[config.mk]
export PLATFORM = sky130hd
export DESIGN_NAME = bus_arbiter
export DESIGN_NICKNAME = d
export VERILOG_FILES = /design/src/rtl/bus_arbiter.sv
export SDC_FILE = /design/constraint.sdc
export NUM_CORES = 1
export LEC_CHECK = 0
export BUFFER_PORTS_ARGS = -buffer_cell sky130_fd_sc_hd__buf_4
export CORE_MARGIN = 1
export CORE_UTILIZATION = 46
export DETAILED_ROUTE_END_ITERATION = 8
export GPL_ROUTABILITY_DRIVEN = 0
export PLACE_DENSITY = 0.88
export SLEW_MARGIN = 20
export SYNTH_ARGS = -nofsm -noshare
export SYNTH_HDL_FRONTEND = slang
export SYNTH_SLANG_ARGS = --single-unit
export TNS_END_PERCENT = 50
[constraint.sdc]
create_clock -name clk -period 2.05 [get_ports clk]
set_input_delay 0.205 -clock clk [delete_from_list [all_inputs] [get_ports clk]]
set_output_delay 0.205 -clock clk [all_outputs]
set_load 0.01 [all_outputs]
[src/rtl/bus_arbiter.sv]
// bus_arbiter: shares one external memory port between instruction fetch (ibus)
// and load/store (dbus). Round-robin on ties, latched request, one-cycle ack
// back to the winner, and a wait-state watchdog that parks the port on a hung memory.
module bus_arbiter #(
   parameter int ADDR_W  = 32,
   parameter int DATA_W  = 32,
   parameter int TIMEOUT = 255
) (
   input  logic                clk,
   input  logic                rst,
   // instruction fetch requester
   input  logic                i_req,
   input  logic [ADDR_W-1:0]   i_addr,
   output logic [DATA_W-1:0]   i_rdata,
   output logic                i_ack,
   // load/store requester
   input  logic                d_req,
   input  logic                d_we,
   input  logic [DATA_W/8-1:0] d_be,
   input  logic [ADDR_W-1:0]   d_addr,
   input  logic [DATA_W-1:0]   d_wdata,
   output logic [DATA_W-1:0]   d_rdata,
   output logic                d_ack,
   // external memory port
   output logic                mem_req,
   output logic                mem_we,
   output logic [DATA_W/8-1:0] mem_be,
   output logic [ADDR_W-1:0]   mem_addr,
   output logic [DATA_W-1:0]   mem_wdata,
   input  logic [DATA_W-1:0]   mem_rdata,
   input  logic                mem_ack,
   // status
   output logic                stall,
   output logic                bus_err,
   output logic                grant_d
);

   localparam int BE_W = DATA_W / 8;
   // last wait-cycle index before the watchdog trips
   localparam logic [7:0] CNT_LAST = 8'(TIMEOUT - 1);

   typedef enum logic [1:0] {IDLE, BUSY, ERROR} state_t;

   // latched copy of the winning request; drives the memory port while BUSY
   typedef struct packed {
      logic              we;
      logic [BE_W-1:0]   be;
      logic [ADDR_W-1:0] addr;
      logic [DATA_W-1:0] wdata;
   } mem_cmd_t;

   state_t      state_q, state_d;
   mem_cmd_t    cmd_q, cmd_d;
   logic        mem_req_q, mem_req_d;
   logic        gnt_q, gnt_d;          // 1 = dbus owns current/last transaction
   logic        last_d_q, last_d_d;    // 1 = last grant went to dbus
   logic [7:0]  cnt_q, cnt_d;
   logic [DATA_W-1:0] i_rdata_q, i_rdata_d;
   logic [DATA_W-1:0] d_rdata_q, d_rdata_d;
   logic        i_ack_q, i_ack_d;
   logic        d_ack_q, d_ack_d;
   logic        err_q, err_d;

   // a requester being acked this cycle is still holding req; don't re-grant it
   logic i_elig, d_elig, pick_d, pick_i;
   assign i_elig = i_req & ~i_ack_q;
   assign d_elig = d_req & ~d_ack_q;
   // on a tie, the side that did not win last time goes first
   assign pick_d = d_elig & (~i_elig | ~last_d_q);
   assign pick_i = i_elig & ~pick_d;

   // next-state and registered-output logic
   always_comb begin
      state_d   = state_q;
      cmd_d     = cmd_q;
      mem_req_d = mem_req_q;
      gnt_d     = gnt_q;
      last_d_d  = last_d_q;
      cnt_d     = cnt_q;
      i_rdata_d = i_rdata_q;
      d_rdata_d = d_rdata_q;
      i_ack_d   = 1'b0;
      d_ack_d   = 1'b0;
      err_d     = err_q;
      case (state_q)
         IDLE: begin
            if (pick_d || pick_i) begin
               state_d   = BUSY;
               mem_req_d = 1'b1;
               gnt_d     = pick_d;
               last_d_d  = pick_d;
               cnt_d     = 8'd0;
               if (pick_d) begin
                  cmd_d.we    = d_we;
                  cmd_d.be    = d_be;
                  cmd_d.addr  = d_addr;
                  cmd_d.wdata = d_wdata;
               end else begin
                  // fetches are always full-word reads
                  cmd_d.we    = 1'b0;
                  cmd_d.be    = {BE_W{1'b1}};
                  cmd_d.addr  = i_addr;
                  cmd_d.wdata = '0;
               end
            end
         end
         BUSY: begin
            if (mem_ack) begin
               state_d   = IDLE;
               mem_req_d = 1'b0;
               if (gnt_q) begin
                  d_rdata_d = mem_rdata;
                  d_ack_d   = 1'b1;
               end else begin
                  i_rdata_d = mem_rdata;
                  i_ack_d   = 1'b1;
               end
            end else if (cnt_q == CNT_LAST) begin
               state_d   = ERROR;
               mem_req_d = 1'b0;
               err_d     = 1'b1;
            end else begin
               cnt_d = cnt_q + 8'd1;
            end
         end
         ERROR: begin
            // terminal until reset: port parked, error flagged
            mem_req_d = 1'b0;
            err_d     = 1'b1;
         end
         default: begin
            state_d   = IDLE;
            mem_req_d = 1'b0;
         end
      endcase
   end

   // state register; async reset abandons any transaction in flight
   always_ff @(posedge clk or negedge rst) begin
      if (!rst) begin
         state_q   <= IDLE;
         cmd_q     <= '0;
         mem_req_q <= 1'b0;
         gnt_q     <= 1'b0;
         last_d_q  <= 1'b0;
         cnt_q     <= 8'd0;
         i_rdata_q <= '0;
         d_rdata_q <= '0;
         i_ack_q   <= 1'b0;
         d_ack_q   <= 1'b0;
         err_q     <= 1'b0;
      end else begin
         state_q   <= state_d;
         cmd_q     <= cmd_d;
         mem_req_q <= mem_req_d;
         gnt_q     <= gnt_d;
         last_d_q  <= last_d_d;
         cnt_q     <= cnt_d;
         i_rdata_q <= i_rdata_d;
         d_rdata_q <= d_rdata_d;
         i_ack_q   <= i_ack_d;
         d_ack_q   <= d_ack_d;
         err_q     <= err_d;
      end
   end

   assign mem_req   = mem_req_q;
   assign mem_we    = cmd_q.we;
   assign mem_be    = cmd_q.be;
   assign mem_addr  = cmd_q.addr;
   assign mem_wdata = cmd_q.wdata;
   assign i_rdata   = i_rdata_q;
   assign d_rdata   = d_rdata_q;
   assign i_ack     = i_ack_q;
   assign d_ack     = d_ack_q;
   assign grant_d   = gnt_q;
   assign bus_err   = err_q;

   // gated by reset so every output reads 0 while reset is held
   assign stall = rst & ((i_req & ~i_ack_q) | (d_req & ~d_ack_q));

endmodule

Word level (Yosys, flattened, before mapping)
Index checks and enable logic that the tools add are counted.
{"block": "op_classes", "eq_ne": 8, "bitwise_logic": 13, "reduce_logical": 11, "mux": 22, "add_sub_neg": 1}
{"op": "69-bit 2-to-1 mux", "count": 1}
{"op": "8-bit 2-to-1 mux", "count": 3}
{"op": "8-bit case mux with 2 select lines", "count": 1}
{"op": "3-bit AND reduction", "count": 4}
{"op": "1-bit 2-to-1 mux", "count": 11}
{"op": "8-bit by 1-bit adder with 8-bit output (second input constant)", "count": 1}
{"op": "8-bit equality test (second input constant)", "count": 1}
{"op": "2-bit inequality test (second input constant)", "count": 4}
{"op": "2-bit 2-to-1 mux", "count": 3}
{"op": "1-bit inverter", "count": 6}
{"op": "2-bit case mux with 3 select lines", "count": 1}
{"op": "1-bit bitwise AND", "count": 5}
{"op": "1-bit case mux with 2 select lines", "count": 2}
{"op": "2-bit AND reduction", "count": 2}
{"op": "4-bit AND reduction", "count": 1}
{"op": "2-bit nonzero test", "count": 2}
{"op": "3-bit inequality test (second input constant)", "count": 1}
{"op": "2-bit by 1-bit equality test with 1-bit output (second input constant)", "count": 1}
{"op": "2-bit equality test (second input constant)", "count": 1}
{"op": "2-bit logical NOT", "count": 1}
{"op": "1-bit bitwise OR", "count": 2}
{"op": "1-bit logical OR", "count": 1}
{"block": "totals", "wordCells": 68, "out_inout_bits": 139, "input_bits": 138, "regBits": 148}

Longest topological paths before layout
Gate-level depths: netlist of run 1.
{"block": "depth", "ltp_word": 10, "ltp_mapped": 7, "mapped_depth_nobuf": 6}

Worst setup path after synthesis of run 1
No wires, ideal clock.
{"block": "synth_timing", "kind": "register to register", "start": "reg i_ack_q (netlist: i_ack)", "end": "reg cmd_q (netlist bit mem_addr[2])", "stages_incl_launch_ff": 7, "setup_ps": 134, "t_required_ps": 1916, "arrival_time_ps": 1371, "period_less_slack_ps": 1505, "setup_slack_ps": 545, "path_cell_list": "dfrtp_1 and2b_1 a21o_1 buf_2 buf_4 mux2i_1 o21ai_0"}
{"block": "synth_via", "elab_chain_cells": 9, "elab_cells_between_ends": 10, "cone_classes": "mux: 1; bitwise: 7; reduce/logical: 2"}
{"item": "start, declared", "line_no": "60", "rtl": "logic i_ack_q, i_ack_d;"}
{"item": "start signal, assigned", "line_no": "161", "rtl": "i_ack_q <= i_ack_d;"}
{"item": "1-bit inverter (*)", "line_no": "66", "rtl": "assign i_elig = i_req & ~i_ack_q;"}
{"item": "1-bit bitwise AND (*)", "line_no": "66"}
{"item": "1-bit inverter", "line_no": "69", "rtl": "assign pick_d = d_elig & (~i_elig | ~last_d_q);"}
{"item": "1-bit bitwise OR", "line_no": "69"}
{"item": "1-bit bitwise AND", "line_no": "69"}
{"item": "1-bit inverter", "line_no": "70", "rtl": "assign pick_i = i_elig & ~pick_d;"}
{"item": "1-bit bitwise AND", "line_no": "70"}
{"item": "1-bit logical OR", "line_no": "87", "rtl": "if (pick_d || pick_i) begin"}
{"item": "2-bit AND reduction (no line)"}
{"item": "end signal, assigned", "line_no": "154", "rtl": "cmd_q <= cmd_d;"}
{"item": "end, declared", "line_no": "53", "rtl": "mem_cmd_t cmd_q, cmd_d;"}
Every way passes the cells marked *; elsewhere a longest branch is shown, timed or not.
A chain may end at the register's enable or synchronous reset.

Worst setup path after layout of run 1
{"block": "layout_timing", "start": "reg state_q[1]", "end": "reg d_rdata_q[21] (netlist: d_rdata[21])"}
{"block": "layout_via", "elab_chain_cells": 2}
{"item": "start, declared", "line_no": "52", "rtl": "state_t state_q, state_d;"}
{"item": "start signal, assigned", "line_no": "153", "rtl": "state_q <= state_d;"}
{"item": "2-bit by 1-bit equality test with 1-bit output", "line_no": "85", "rtl": "case (state_q)"}
{"item": "3-bit AND reduction (no line)"}
{"item": "end signal, assigned", "line_no": "160", "rtl": "d_rdata_q <= d_rdata_d;"}
{"item": "end, declared", "line_no": "59", "rtl": "logic [DATA_W-1:0] d_rdata_q, d_rdata_d;"}
No other way between the ends.

==> run_results.csv, run 1 <==
group,metric,value,unit
logic_synthesis,yosysUniqueCellTypes,36,
cts,cts_buffers,17,
drt,wl_per_cell,18.3,um
power,p_leak,4.50,nW
floorplanning,die_y,115,um
worst_setup_path,endpoint_kind,"register",
logic_synthesis,avgSynthCellArea,13.6,sq um
logic_synthesis,ys_warn_count,0,
timing,period_share,86.2,%
floorplanning,dieArea,0.0132,sq mm
global_route,grt_pass1_wl,25.4,mm
worst_setup_path,cp.arrival,2.06,ns
global_route,grt_usage,25.9,%
cells_and_area,num_antenna_cells,0,
cells_and_area,final_cell_mix,"buf_4, dfrtp_1, mux2_2",
drt,antenna_left,0,
cts,ctsResizeCount,0,
place,dpl.hpwl,11.3,mm
timing,setup_violations,0,
cells_and_area,final_layout_size_suffix_gt1_share,50.9,%
floorplanning,initial_core_util,48.0,%
floorplanning,dieWidth,115,um
cells_and_area,final_cells,918,
timing,fmax,566,MHz
power,ir_drop,1.01,mV
logic_synthesis,synthCells,431,
drt,drc,0,
floorplanning,fp.coreArea,0.0122,sq mm
cts,cts_setup_buffers,0,
timing,rsz0062_at_grt,"false",
drt,num_vias,4760,
timing,worstMarginPinSlew,0.507,ns
drt,via_per_inst,5.19,
power,p_per_area,1540,mW/mm^2
logic_synthesis,synth_enable_flop_cells,0,
logic_synthesis,synth_ff_type,"dfrtp_1",
logic_synthesis,synth_compound_area_share,10.7,%
logic_synthesis,synth_seq_cells,148,
logic_synthesis,synthesis.area,0.00586,sq mm
hold_path,min_path_cells,2,
drt,drt-total-wl,16.8,mm
run_status,run_status,"completed",
worst_setup_path,cp_max_fo,21,
cells_and_area,multi_input_area,0.00202,sq mm
logic_synthesis,synthMuxAreaShare,17.8,%
cells_and_area,nFillCells,784,
cells_and_area,syn_to_final_growth,53.7,%
timing,max_slew_margin,66.2,%
place,port_buffers,276,
run,drv_cap,0,
cts,cts_root_buffer,"clkbuf_16",
global_route,grt_pass1_vias,5026,
drt,dr.pass1.iters,4,
worst_setup_path,reg2reg_slack,0.28,ns
logic_synthesis,async_flop_share,100,%
cts,clk_pin_slew,0.06,ns
global_route,grt_max_degree,78,
logic_synthesis,synthXorXnorAreaFrac,0,%
drt,initialDrtViolationCount,245,
logic_synthesis,synth-simple-area-share,5.36,%
worst_setup_path,critPathLaunchType,"register",
logic_synthesis,synth_nets,571,
hold_path,hp-class,"primary input to register",
timing,finalHoldViolCount,0,
cts,ctsLongestPathBuffers,2,
timing,final.setup_skew,0.00635,ns
timing,tns,0,ns
worst_setup_path,critPathRequiredTime,2.34,ns
cells_and_area,layout_commonest_cell,"buf_4",
cts,hold_buffers,28,
cells_and_area,nets,879,
timing,finalCriticalPeriod,1.77,ns
logic_synthesis,yosysSeqAreaShare,63.2,%
cts,cts_tree,"done",
global_route,antenna_found_initial,0,
cts,clk_latency,0.41,ns
cts,clock-sinks,148,
worst_setup_path,worstSetupPathType,"register to register",
place,dp_cells,860,
timing,slew_viol_final,0,
cells_and_area,seqCellArea,0.00370,sq mm
logic_synthesis,synth_top_family_by_area,"multiplexers",
floorplanning,boundaryPins,277,
global_route,gr-total-overflow,0,
logic_synthesis,post_synth_fa_ha_maj_area_fraction,0.427,%
cts,htree_levels,4,
floorplanning,row_count,40,
worst_setup_path,reg2reg_depth,4,
-- cell usage after synthesis, types with 4 or more instances --
cell	count	area, sq um
a21oi_1	5	25.0
a22o_1	34	298
buf_2	16	80.1
buf_4	6	45.0
dfrtp_1	148	3700
inv_1	4	15.0
mux2_2	63	709
mux2i_1	32	320
nand2_1	38	143
nand3_1	6	30.0
o21ai_0	38	190
o22a_1	4	35.0
-- flip-flops by register name, indices dropped and copies added, names as in the netlist --
name       flops
mem_addr      32
cnt_q          8
mem_be         4
state_q        2
d_ack          1
i_ack          1
mem_we         1
last_d_q       1
bus_err        1
d_rdata       32
mem_req        1
i_rdata       32
mem_wdata     32
-- layer usage --
metal  up-vias  global-route usage (%)  share of wire, %  routed length, um
met5         -                       0                 0                  0
met4         0                    14.0               3.6                611
met3        50                    8.07               8.1               1370
met2       244                    45.1                52               8660
met1      2305                    28.3                37               6170
li1       2161                       -                 -                  -
-- through the flow --
| stage | instance area (sq um) | total power [mW] | hold WS, ns | worst slack, ns | utilization, % |
|---|---|---|---|---|---|
| after global routing | 9010 | 14.5 | 0.00609 | 0.166 | 73.8 |
| after CTS | 9010 | 13.8 | 0.000217 | 0.281 | 73.8 |
| after detailed placement | 8150 | 10.7 | 0.130 | 0.301 | 66.8 |
| after floorplan | 5860 | 7.61 | -0.0906 | 0.545 | - |
| final | 9010 | 13.8 | 0.0190 | 0.282 | 73.8 |
| after global placement | 8150 | 10.4 | 0.119 | 0.362 | 66.8 |
-- worst paths after layout --
path	startpoint	endpoint
worst max-delay path	state_q[1]	d_rdata[21]
worst min-delay path	d_wdata[13]	mem_wdata[13]
worst max register to register	state_q[1]	d_rdata[21]
worst min register to register	bus_err	bus_err
max in group asynchronous	rst	mem_addr[16]
min in group asynchronous	rst	i_rdata[23]
-- critical path, cell delays in order, from the launching register on --
cell	delay [ns]
dfrtp_1	0.47
nor2b_1	0.23
nand3_2	0.35
buf_12	0.30
mux2_2	0.29
-- power by group --
part | total, mW | switching (mW) | internal (mW)
combinational | 5.60 | 2.56 | 3.04
clock | 3.06 | 1.10 | 1.96
sequential | 5.17 | 0.886 | 4.29
total | 13.8 | 4.54 | 9.29
-- kinds of logic (layout without fill, tap and decap cells) --
family,after synthesis,count (layout)
AO/OA/AOI/OAI,91,91
adder cells (fa/ha/maj),2,2
buffers and inverters,29,348
flip-flops,148,148
multiplexers,96,96
AND/OR/NAND/NOR,65,65
-- final cells by class --
class	count	share of cell area, %
clock inverters	5	1.11
clock buffers	25	5.28
well taps	168	2.33
repair buffers	314	27.5
multi-input cells	254	22.5
flip-flops and latches	148	41.1
inverters	4	0.167
Power figures use the tool's default switching activity.
==> inputs of run 2 (changes only) <==
BUFFER_PORTS_ARGS = -buffer_cell sky130_fd_sc_hd__buf_2   (was -buffer_cell sky130_fd_sc_hd__buf_4)
==> run 2 against run 1 <==
  * Clock power is 1% lower
  * First-iteration DRC count shrank 8.6%
  * Final area fell by 8.4%
  * Register-to-register slack about the same
  * Clock-buffer cell count decreased by 1
  * Critical path depth unchanged
  * Final cell count fell by 0.65%
  * Critical endpoint is now cnt_q[7]
  * Die area unchanged
==> run_results.csv, run 2 (synthesis gave the netlist of run 1 again) <==
group,metric,value,unit
cells_and_area,final_cell_mix,"buf_2, dfrtp_1, mux2_2",
worst_setup_path,cp_max_fo,15,
cts,cts_root_buffer,"clkbuf_16",
place,port_buffers,276,
cts,ctsLongestPathBuffers,2,
cts,clock-sinks,148,
cells_and_area,syn_to_final_growth,40.9,%
drt,via_per_inst,5.06,
timing,slew_viol_final,0,
run_status,run_status,"completed",
global_route,grt_pass1_vias,4736,
worst_setup_path,slowest_delay,0.54,ns
cts,clk_pin_slew,0.06,ns
cells_and_area,fin_area,0.00826,sq mm
timing,rsz0062_at_grt,"false",
hold_path,hp-class,"primary input to register",
cts,cts_setup_buffers,0,
cts,clk_latency,0.41,ns
timing,tns,0,ns
worst_setup_path,slowest_stage,"or4_1",
power,p_per_area,1550,mW/mm^2
drt,dr.pass1.iters,8,
global_route,grt_pass1_wl,23.0,mm
timing,max_slew_margin,57.9,%
place,dp_cells,862,
cells_and_area,final_layout_size_suffix_gt1_share,52.2,%
drt,initialDrtViolationCount,224,
drt,wl_per_cell,16.6,um
cts,htree_levels,4,
cells_and_area,layout_commonest_cell,"buf_2",
timing,finalCriticalPeriod,1.76,ns
power,ir_drop,0.986,mV
floorplanning,dieWidth,115,um
power,p_leak,4.27,nW
place,place_area,0.00749,sq mm
drt,antenna_left,0,
global_route,grt_max_degree,80,
cts,cts_tree,"done",
floorplanning,fp.coreArea,0.0122,sq mm
worst_setup_path,path_cells,"nor3b_4 > o21ai_2 > or4_1 > a21oi_1",
cells_and_area,nets,871,
worst_setup_path,critPathLaunchType,"register",
worst_setup_path,worstSetupPathType,"register to register",
timing,worstMarginPinSlew,0.627,ns
timing,period_share,85.7,%
place,dpl.hpwl,10.8,mm
timing,fmax,569,MHz
global_route,gr-total-overflow,0,
drt,num_vias,4619,
floorplanning,row_count,40,
global_route,grt_usage,23.2,%
global_route,antenna_found_initial,0,
floorplanning,initial_core_util,48.0,%
power,p_total,12.8,mW
cells_and_area,num_antenna_cells,0,
worst_setup_path,endpoint_kind,"register",
timing,finalHoldViolCount,0,
timing,final.setup_skew,0.00537,ns
floorplanning,boundaryPins,277,
floorplanning,dieArea,0.0132,sq mm
worst_setup_path,cp.arrival,2.10,ns
worst_setup_path,critPathRequiredTime,2.39,ns
drt,drc,0,
timing,setup_violations,0,
drt,drt-total-wl,15.2,mm
cts,cts_buffers,17,
run,drv_cap,0,
cells_and_area,final_cells,912,
floorplanning,die_y,115,um
run 2: critical path, delay by kind of cell, from the launching register on:
kind,cells,cell delay [ns]
flip-flops,1,0.47
AO/OA/AOI/OAI,2,0.37
AND/OR/NAND/NOR,2,0.84
run 2: metrics by stage:
step	setup slack [ns]	hold WS [ns]	utilization, %
3_3_place_gp	0.403	0.105	61.4
5_1_grt	0.193	0.00199	67.6
2_1_floorplan	0.545	-0.0906	-
6_report	0.293	0.0112	67.6
3_5_place_dp	0.320	0.110	61.4
4_1_cts	0.303	0.000445	67.4
run 2: timing repair:
action,CTS,global route
hold endpoints to repair,46,2
resized for setup,0,0
hold buffers,16,2
run 2: layer usage:
| layer | global-route usage, % | up-vias | routed length, um | share of wire [%] |
|---|---|---|---|---|
| met5 | 0 | - | 0 | 0 |
| met4 | 9.52 | 0 | 318 | 2.1 |
| met3 | 6.69 | 28 | 1080 | 7.1 |
| met2 | 41.2 | 208 | 7920 | 52 |
| met1 | 26.1 | 2231 | 5860 | 39 |
| li1 | - | 2152 | - | - |
run 2: where the power goes:
part / switching (mW) / internal, mW / total [mW]
logic: 2.44 / 2.29 / 4.73
registers: 0.787 / 4.29 / 5.07
clock network: 1.14 / 1.89 / 3.02
run 2: area by class of cell:
| cell class | count | area (sq um) |
|---|---|---|
| fill | 896 | 3960 |
| timing repair buffer | 306 | 1720 |
| inverter | 4 | 15.0 |
| multi-input combinational | 254 | 2020 |
| tap | 168 | 210 |
| clock inverter | 8 | 100 |
| sequential | 148 | 3700 |
| clock buffer | 24 | 482 |
run 2: final timing paths:
check / slack (ns) / from / endpoint / depth (start not counted)
setup / recovery: 0.29 / state_q[1] / cnt_q[7] / 4
hold / removal: 0.01 / d_wdata[16] / mem_wdata[16] / 2
setup reg to reg: 0.29 / state_q[1] / cnt_q[7] / 4
hold reg to reg: 0.47 / mem_addr[15] / mem_addr[15] / 2
max in group asynchronous: 1.04 / rst / mem_addr[15] / 3
min in group asynchronous: 0.27 / rst / i_rdata[24] / 2
==> inputs of run 3 (changes only) <==
ABC_AREA = 1   (was default)
CORE_UTILIZATION = 47   (was 46)
PLACE_DENSITY = 0.89   (was 0.88)
==> run 3 against run 2 <==
  * Worst setup slack got worse by 0.041 ns
  * Total power fell by 48%
  * Largest cell class unchanged
  * First-iteration DRC count rose by 56%
  * Sequential share of layout area fell by 2.0 points
  * Die area rose by 3.6%
  * Final cell count rose by 28%
  * Final area rose by 4.8%
  * Area after synthesis rose by 5.9%
  * Clock skew rose by 0.0074 ns
  * Wire length rose by 18%
==> run_results.csv, run 3 <==
group,metric,value,unit
run_status,run_status,"completed",
logic_synthesis,yosysUniqueCellTypes,27,
cells_and_area,nets,1124,
power,p_clk_share,51.0,%
drt,dr.pass1.iters,5,
logic_synthesis,synth_nets,821,
cts,htree_levels,4,
worst_setup_path,endpoint_kind,"register",
logic_synthesis,yosysSeqAreaShare,59.7,%
run,drv_cap,0,
cts,clock-sinks,148,
floorplanning,dieWidth,117,um
drt,wl_per_cell,15.3,um
floorplanning,boundaryPins,277,
floorplanning,dieArea,0.0137,sq mm
cells_and_area,fin_util,67.7,%
timing,holdWs,0.0231,ns
worst_setup_path,reg2reg_depth,8,
hold_path,min_path_cells,3,
timing,setup_violations,0,
power,p_leak,4.96,nW
place,port_buffers,276,
hold_path,hold_path_end,"mem_wdata[3]",
power,combPwrFrac,5.1,%
worst_setup_path,reg2reg_slack,0.25,ns
cts,cts_tree,"done",
timing,fmax,556,MHz
drt,drc,0,
global_route,grt_max_degree,149,
drt,via_per_inst,5.05,
global_route,grt_pass1_vias,5461,
global_route,grt_pass1_wl,27.2,mm
logic_synthesis,synth_seq_cells,148,
power,p_total,6.66,mW
worst_setup_path,critPathLaunchType,"register",
floorplanning,die_y,117,um
place,dpl.hpwl,11.2,mm
floorplanning,fp.coreArea,0.0128,sq mm
cts,cts_buffers,17,
drt,num_vias,5901,
cells_and_area,syn_to_final_growth,39.3,%
power,p_per_area,770,mW/mm^2
logic_synthesis,synth_top_cell_by_area,"dfrtp_1",
power,swShare,20.9,%
power,netSwitchingPower,1.39,mW
drt,initialDrtViolationCount,350,
cts,clk_pin_slew,0.07,ns
timing,rsz0062_at_grt,"false",
timing,finalHoldViolCount,0,
timing,fin_ws,0.252,ns
cells_and_area,final_layout_size_suffix_gt1_share,35.0,%
logic_synthesis,synthCells,681,
cells_and_area,final_cell_mix,"buf_2, nand2_1, dfrtp_1",
timing,final.setup_skew,0.0127,ns
power,internal-power,5.27,mW
power,ir_drop,0.465,mV
cts,clk_latency,0.42,ns
logic_synthesis,synthTopCellsByArea,"dfrtp_1, nand2_1, a21oi_1",
worst_setup_path,r2r_end,"mem_wdata[15]",
power,p_seq_share,43.9,%
global_route,antenna_found_initial,0,
floorplanning,row_count,41,
worst_setup_path,cp.arrival,2.15,ns
logic_synthesis,ys_warn_count,0,
logic_synthesis,synthesis.area,0.00621,sq mm
cells_and_area,layout_commonest_cell,"buf_2",
global_route,grt_usage,26.4,%
timing,tns,0,ns
timing,slew_viol_final,0,
timing,worstMarginPinSlew,0.765,ns
cts,cts_root_buffer,"clkbuf_16",
logic_synthesis,async_flop_share,100,%
cts,ctsLongestPathBuffers,2,
worst_setup_path,critPathRequiredTime,2.40,ns
cts,ctsResizeCount,0,
drt,drt-total-wl,17.9,mm
worst_setup_path,worstSetupPathType,"register to register",
logic_synthesis,avgSynthCellArea,9.12,sq um
cells_and_area,num_antenna_cells,0,
timing,period_share,87.7,%
drt,antenna_left,0,
timing,finalCriticalPeriod,1.80,ns
logic_synthesis,synth_commonest_cells,"nand2_1, dfrtp_1, a21oi_1, nor2_1, inv_1",
logic_synthesis,synth_ff_type,"dfrtp_1",
global_route,gr-total-overflow,0,
place,place_ws,0.287,ns
worst_setup_path,r2r-start,"d_ack",
floorplanning,initial_core_util,48.6,%
logic_synthesis,synth_top_area_share,59.7,%
hold_path,worstHoldStart,"d_wdata[3]",
timing,max_slew_margin,49.0,%
worst_setup_path,cp_max_fo,33,
logic_synthesis,synth_most_common_cell,"nand2_1",
hold_path,hp-class,"primary input to register",
logic_synthesis,synth_enable_flop_cells,0,
## run 3: cell count changes after synthesis, sizes merged, moves of 4 or more
cell / delta
nand2: +164
mux2: -64
a21oi: +61
nor2: +53
inv: +46
nand3: +36
a22o: -34
mux2i: -32
o21ai: +30
buf: +6
clkbuf: +5
o22a: -4
## run 3: how the worst max path moves through the flow
stage / from / to / slack, ns / cells after the start
finish: d_ack / mem_wdata[15] / 0.25 / 8
global route: d_ack / mem_wdata[8] / 0.10 / 8
CTS: d_ack / mem_wdata[15] / 0.29 / 8
detailed placement: d_ack / mem_wdata[15] / 0.29 / 8
global placement: d_ack / mem_wdata[24] / 0.38 / 8
floorplan: d_ack / mem_wdata[10] / 0.78 / 8
## run 3: stage by stage
stage,std cells,area [sq um]
final,1168,8650
after global routing,1168,8650
after CTS,1168,8650
after detailed placement,1102,7650
after global placement,1102,7650
after floorplan,681,6210
## run 3: timing repair
action                                  4_1_cts  5_1_grt
setup buffers                                 0        0
hold buffers                                 35        0
endpoints found under the setup margin        0        0
hold endpoints to repair                    182        0
## run 3: critical path: stages (launching register included)
cell	delay (ns)
dfrtp_1	0.33
inv_1	0.04
nand2_1	0.09
nand2_1	0.13
nand2_4	0.20
buf_4	0.38
buf_4	0.35
nand2_1	0.12
nand2_1	0.09
## run 3: kinds of logic (layout without fill, tap and decap cells)
logic type / count (synthesis) / count (layout) / synth area share [%]
simple gates: 304 / 304 / 19.9
flops: 148 / 148 / 59.7
xor+xnor: 1 / 1 / 0.141
fa+ha+maj: 2 / 2 / 0.403
compound gates: 139 / 139 / 12.5
buf+inv: 87 / 402 / 7.36
## run 3: layout make-up
class,count,area (sq um)
clock inverters,13,206
well taps,172,215
multi-input cells,446,2050
inverters,51,194
flip-flops and latches,148,3700
repair buffers,320,1840
fillers,966,4120
clock buffers,18,439
## run 3: power by group through the flow
stage,clock [mW],combinational [mW],sequential (mW)
after CTS,3.44,0.332,2.92
after global placement,0,0.275,2.97
after global routing,3.58,0.372,2.92
after floorplan,0,0.0673,2.98
final,3.40,0.338,2.92
after detailed placement,0,0.279,2.97
## run 3: routing by layer
layer	part of all wire, %	global-route usage, %
met1	38	31.2
met2	52	44.9
met3	6.1	6.33
met4	3.8	14.2
met5	0	0
